==> config.mk <==
export PLATFORM = sky130hd
export DESIGN_NAME = multiword_add_seq
export DESIGN_NICKNAME = d
export VERILOG_FILES = /design/src/rtl/multiword_add_seq.sv
export SDC_FILE = /design/constraint.sdc
export NUM_CORES = 1
export LEC_CHECK = 0
export CAP_MARGIN = 5
export CORE_ASPECT_RATIO = 2
export CORE_UTILIZATION = 38
export DETAILED_ROUTE_END_ITERATION = 10
export PLACE_DENSITY_LB_ADDON = 0.05
export SYNTH_ARGS = -nofsm -noshare
export SYNTH_HDL_FRONTEND = slang
export SYNTH_SLANG_ARGS = --single-unit
==> constraint.sdc <==
create_clock -name clk -period 6.85 [get_ports clk]
set_clock_uncertainty 0.15 [all_clocks]
set_input_delay 1.37 -clock clk [delete_from_list [all_inputs] [get_ports clk]]
set_output_delay 1.37 -clock clk [all_outputs]
set_load 0.005 [all_outputs]
==> src/rtl/multiword_add_seq.sv <==
// Sequential multi-precision adder: one 16-bit add slice walks the operands
// least-significant chunk first, holding the carry between chunks.
module multiword_add_seq #(
  parameter int WORDS = 4
) (
  input  logic                  clk,
  input  logic                  rst,
  input  logic                  in_valid,
  output logic                  in_ready,
  input  logic [16*WORDS-1:0]   a,
  input  logic [16*WORDS-1:0]   b,
  input  logic                  c_in,
  output logic                  out_valid,
  input  logic                  out_ready,
  output logic [16*WORDS-1:0]   sum,
  output logic                  c_out,
  output logic                  busy
);

  localparam int W    = 16 * WORDS;
  localparam int IDXW = (WORDS > 1) ? $clog2(WORDS) : 1;
  localparam logic [IDXW-1:0] LAST_IDX = IDXW'(WORDS - 1);

  typedef enum logic [1:0] {
    IDLE = 2'd0,
    ADD  = 2'd1,
    DONE = 2'd2
  } state_t;

  state_t          state_q, state_d;
  logic [W-1:0]    a_q, a_d;
  logic [W-1:0]    b_q, b_d;
  logic [W-1:0]    sum_q, sum_d;
  logic            carry_q, carry_d;
  logic [IDXW-1:0] idx_q, idx_d;
  logic            c_out_q, c_out_d;
  logic            out_valid_q, out_valid_d;
  logic            busy_q, busy_d;

  logic [15:0]     a_chunk_s;
  logic [15:0]     b_chunk_s;
  logic [16:0]     chunk_s;

  // Select the current operand chunks and form the full 17-bit slice sum.
  always_comb begin
    a_chunk_s = 16'h0000;
    b_chunk_s = 16'h0000;
    for (int i = 0; i < WORDS; i++) begin
      if (idx_q == IDXW'(i)) begin
        a_chunk_s = a_q[16*i +: 16];
        b_chunk_s = b_q[16*i +: 16];
      end else begin
        a_chunk_s = a_chunk_s;
        b_chunk_s = b_chunk_s;
      end
    end
    chunk_s = {1'b0, a_chunk_s} + {1'b0, b_chunk_s} + {16'h0000, carry_q};
  end

  // Next-state and datapath update for the IDLE/ADD/DONE sequence.
  always_comb begin
    state_d     = state_q;
    a_d         = a_q;
    b_d         = b_q;
    sum_d       = sum_q;
    carry_d     = carry_q;
    idx_d       = idx_q;
    c_out_d     = c_out_q;
    out_valid_d = out_valid_q;
    busy_d      = busy_q;

    case (state_q)
      IDLE: begin
        if (in_valid) begin
          a_d     = a;
          b_d     = b;
          carry_d = c_in;
          idx_d   = {IDXW{1'b0}};
          sum_d   = {W{1'b0}};
          busy_d  = 1'b1;
          state_d = ADD;
        end else begin
          state_d = IDLE;
        end
      end
      ADD: begin
        carry_d = chunk_s[16];
        for (int i = 0; i < WORDS; i++) begin
          if (idx_q == IDXW'(i)) begin
            sum_d[16*i +: 16] = chunk_s[15:0];
          end else begin
            sum_d[16*i +: 16] = sum_q[16*i +: 16];
          end
        end
        if (idx_q == LAST_IDX) begin
          c_out_d     = chunk_s[16];
          out_valid_d = 1'b1;
          idx_d       = {IDXW{1'b0}};
          state_d     = DONE;
        end else begin
          idx_d   = idx_q + IDXW'(1);
          state_d = ADD;
        end
      end
      DONE: begin
        if (out_ready) begin
          out_valid_d = 1'b0;
          busy_d      = 1'b0;
          state_d     = IDLE;
        end else begin
          state_d = DONE;
        end
      end
      default: begin
        out_valid_d = 1'b0;
        busy_d      = 1'b0;
        state_d     = IDLE;
      end
    endcase
  end

  // State and datapath registers; synchronous reset discards any operation in flight.
  always_ff @(posedge clk) begin
    if (rst) begin
      state_q     <= IDLE;
      a_q         <= {W{1'b0}};
      b_q         <= {W{1'b0}};
      sum_q       <= {W{1'b0}};
      carry_q     <= 1'b0;
      idx_q       <= {IDXW{1'b0}};
      c_out_q     <= 1'b0;
      out_valid_q <= 1'b0;
      busy_q      <= 1'b0;
    end else begin
      state_q     <= state_d;
      a_q         <= a_d;
      b_q         <= b_d;
      sum_q       <= sum_d;
      carry_q     <= carry_d;
      idx_q       <= idx_d;
      c_out_q     <= c_out_d;
      out_valid_q <= out_valid_d;
      busy_q      <= busy_d;
    end
  end

  assign in_ready  = (state_q == IDLE);
  assign out_valid = out_valid_q;
  assign sum       = sum_q;
  assign c_out     = c_out_q;
  assign busy      = busy_q;

endmodule

==> flow_metrics.env <==
export IMPL_first_global_vias=7824
export IMPL_p_leak_nw=4.292
export IMPL_clockRootBuffer="clkbuf_16"
export IMPL_yosys_most_used_dff="dfxtp_1"
export IMPL_synth_warnings=0
export IMPL_coreArea_um2=22740
export IMPL_postSynthNetCount=1343
export IMPL_fillcell_total=2300
export IMPL_crit_chain="ha_2 -> mux2i_1 -> fa_1 -> fa_1 -> and2b_1 -> o2111ai_2 -> a21boi_2 -> a311oi_2 -> xnor2_1 -> a22o_1"
export IMPL_max_slew_margin_pct=27.12
export IMPL_final_period_utilization_pct=62.04
export IMPL_multi_input_area_um2=4441
export IMPL_dp_hpwl_um=20400
export IMPL_rsz_0062_raised_after_global_routing="false"
export IMPL_final_std_cells_w_o_fill=1618
export IMPL_synth_compound_area_share_pct=21.98
export IMPL_max_freq_mhz=235.3
export IMPL_final_setup_tns_ns=0
export IMPL_asyncSetResetFlopFracSynth_pct=0
export IMPL_numPlacedInstances=1586
export IMPL_drt_drc_violations_left=0
export IMPL_min_period_ns=4.250
export IMPL_timing_critical_path_slowest_stage_cell="ha_2"
export IMPL_worstMarginPinSlew_ns=1.093
export IMPL_syn_area_um2=8842
export IMPL_power_mw=2.740
export IMPL_ios=201
export IMPL_syn_mean_instance_area_um2=7.437
export IMPL_min_path_type="register to register"
export IMPL_die_width_um=109.9
export IMPL_edff_count_synth=0
export IMPL_clock_tree_htree_level_count=4
export IMPL_cts_buffer_depth=2
export IMPL_critical_path_required_ns=7.08
export IMPL_diodes=0
export IMPL_post_cts_resized=0
export IMPL_vdd_ir_drop_max_mv=0.1314
export IMPL_grt_pass1_wl_um=42030
export IMPL_post_drt_via_cell_ratio=5.030
export IMPL_die_outline_area_um2=23920
export IMPL_initial_core_utilization_pct=38.89
export IMPL_critical_path_startpoint_type="register"
export IMPL_place_worst_setup_slack_ns=2.631
export IMPL_globalRouteOverflowTotal=0
export IMPL_postRouteWirelength_um=27270
export IMPL_setup_failing_eps_final=0
export IMPL_total_iterations_of_the_first_detailed_routing_run=6
export IMPL_cts_setup_buffers=0
export IMPL_synth_area_mux_share_pct=0.5660
export IMPL_final_util_pct=50.61
export IMPL_grt_start_max_net_pins=92
export IMPL_area_growth_syn_to_layout_pct=30.14
export IMPL_first_iter_violations=533
export IMPL_worst_setup_path_type="register to register"
export IMPL_crit_path_max_fanout=68
export IMPL_worst_endpoint_arrival_ns=4.48
export IMPL_antenna_found_initial=0
export IMPL_hold_violations=0
export IMPL_worst_path_largest_cell_delay_ns=0.94
export IMPL_tritoncts_num_sinks=200
export IMPL_main_combinational_cell_family_by_area_after_synthesis="simple AND/OR/NAND/NOR gates"
export IMPL_post_cts_hold_buffer_count=0
export IMPL_timing_final_max_slew_violations=0
export IMPL_tritoncts="built"
export IMPL_routed_via_count=8139
export IMPL_gpl_final_weighted_congestion=0.8752
export IMPL_final_nets=1479
export IMPL_status="finished, final reports clean"
export IMPL_fp_row_count=78
export IMPL_ys_ff_latch=200
export IMPL_dpl_cell_area_um2=10890
export IMPL_fin_ws_ns=2.600
export IMPL_combined_flip_flop_and_latch_cell_area_um2=4004
export IMPL_numPortBuffers=200
export IMPL_post_route_cells_drive_above_1_share_pct=4.036
export IMPL_chipHeight_um=217.7
export IMPL_routedWlPerCell_um=16.86
export IMPL_syn_inst=1189
export IMPL_timing_critical_path_buf_inv=0
export IMPL_share_of_synthesized_cell_area_in_and_or_nand_and_nor_gates_pct=23.35
export IMPL_tritoncts_num_buffers=17
export IMPL_crit_family="adder cells"
export IMPL_netlist_cell_type_count=50
export IMPL_timing_max_cap_violations=0
export IMPL_global_route_usage_total_pct=23.51
export IMPL_cellPowerDensity_nw_per_um2=238.1
export IMPL_synth_xor_area_share_pct=0.9905
export IMPL_post_route_cell_area_um2=11510
export IMPL_critical_path_most_common_cell="fa_1"
export IMPL_insertion_delay_ns=0.44
export IMPL_route_antenna_remaining_nets=0
export IMPL_worst_setup_hold_path_clk_slew_ns=0.07
export IMPL_timing_hold_ws_ns=0.3064
export IMPL_adder_cell_fraction_of_synth_area_pct=3.141
export IMPL_synth_seq_area_share_pct=45.28
export IMPL_endpoint_kind_of_the_worst_setup_timing_path="register"
==> synth_stat cells (all sizes together), types with 2 or more instances <==
master	number	area, um^2
nand2	367	1378
a21oi	218	1117
dfxtp	200	4004
nor2	101	379.1
o21ai	52	260.2
clkbuf	49	183.9
buf	40	197.7
a22o	20	175.2
ha	19	237.7
nand2b	17	106.4
nand3b	10	75.07
inv	9	33.78
o22ai	9	56.30
a31oi	8	50.05
xnor2	8	70.07
a21o	5	37.54
mux2i	5	50.05
nand3	5	25.02
nor3	5	25.02
a221o	4	40.04
and2	4	25.02
a211oi	3	27.52
o21a	3	22.52
o21bai	3	22.52
a311oi	2	23.77
fa	2	40.04
nand4	2	12.51
nor2b	2	12.51
o31ai	2	15.01
o41ai	2	25.03
xor2	2	17.52
==> logic make-up after synthesis <==
kind of cell / count (synthesis)
fa+ha+maj: 21
xor+xnor: 10
mux: 5
buf+inv: 98
simple gates: 517
flops: 200
compound gates: 338
==> worst reg2reg max path, stage by stage, from the launching register on <==
cell       delay, ns
dfxtp_1         0.41
ha_2            0.94
mux2i_1         0.24
fa_1            0.48
fa_1            0.39
and2b_1         0.26
o2111ai_2       0.14
a21boi_2        0.34
a311oi_2        0.17
xnor2_1         0.46
a22o_1          0.20
==> layer usage <==
layer	up-vias	GRT usage, %	share of wire (%)
met4	0	9.689	3.0
met5	-	0	0
met2	198	43.42	55
li1	4240	-	-
met3	41	3.258	2.9
met1	3660	26.09	39
==> state kept, by name, indices dropped and copies added, names as in the netlist <==
name       cells
a_q           64
b_q           64
sum           64
idx_q          2
state_q        2
busy           1
c_out          1
carry_q        1
out_valid      1
==> worst paths after layout <==
kind / from / end / slack, ns / cells after the start
setup / recovery: idx_q[0]$_SDFFE_PP0P_ / sum[28]$_SDFFE_PP0P_ / 2.60 / 10
hold / removal: b_q[31]$_SDFFE_PP0P_ / b_q[31]$_SDFFE_PP0P_ / 0.31 / 2
setup reg to reg: idx_q[0]$_SDFFE_PP0P_ / sum[28]$_SDFFE_PP0P_ / 2.60 / 10
hold reg to reg: b_q[31]$_SDFFE_PP0P_ / b_q[31]$_SDFFE_PP0P_ / 0.31 / 2
==> power by group <==
| part | switching (mW) | internal, mW |
|---|---|---|
| registers | 0.0337 | 1.22 |
| logic | 0.249 | 0.177 |
| clock network | 0.479 | 0.582 |
==> layout make-up <==
class | count | area share (%)
timing repair buffer | 206 | 17.88
clock buffer | 20 | 4.056
clock inverter | 12 | 1.348
inverter | 9 | 0.2936
tap | 280 | 3.044
sequential | 200 | 34.79
multi-input combinational | 891 | 38.59
==> cells in the final DEF, fill, tap and decap left out, types with 4 or more instances in the layout <==
cell             synthesis  final
xnor2_1                  8      8
a221o_1                  4      4
nor3_1                   5      5
nand2_1                367    367
a21oi_2                  4      4
and2_1                   4      4
a21oi_1                213    213
nand3_1                  5      5
a21o_1                   5      5
nand3b_1                10     10
clkdlybuf4s50_1          0    199
o21ai_0                 51     51
buf_4                    2      6
mux2i_1                  5      5
clkinv_4                 0      4
o22ai_1                  9      9
nand2b_1                17     17
clkbuf_16                0     17
a31oi_1                  8      8
nor2_1                 101    100
inv_1                    9      9
ha_1                    19     16
a22o_1                  20     20
dfxtp_1                200    200
Note: power is estimated with default switching activity, not from simulation.
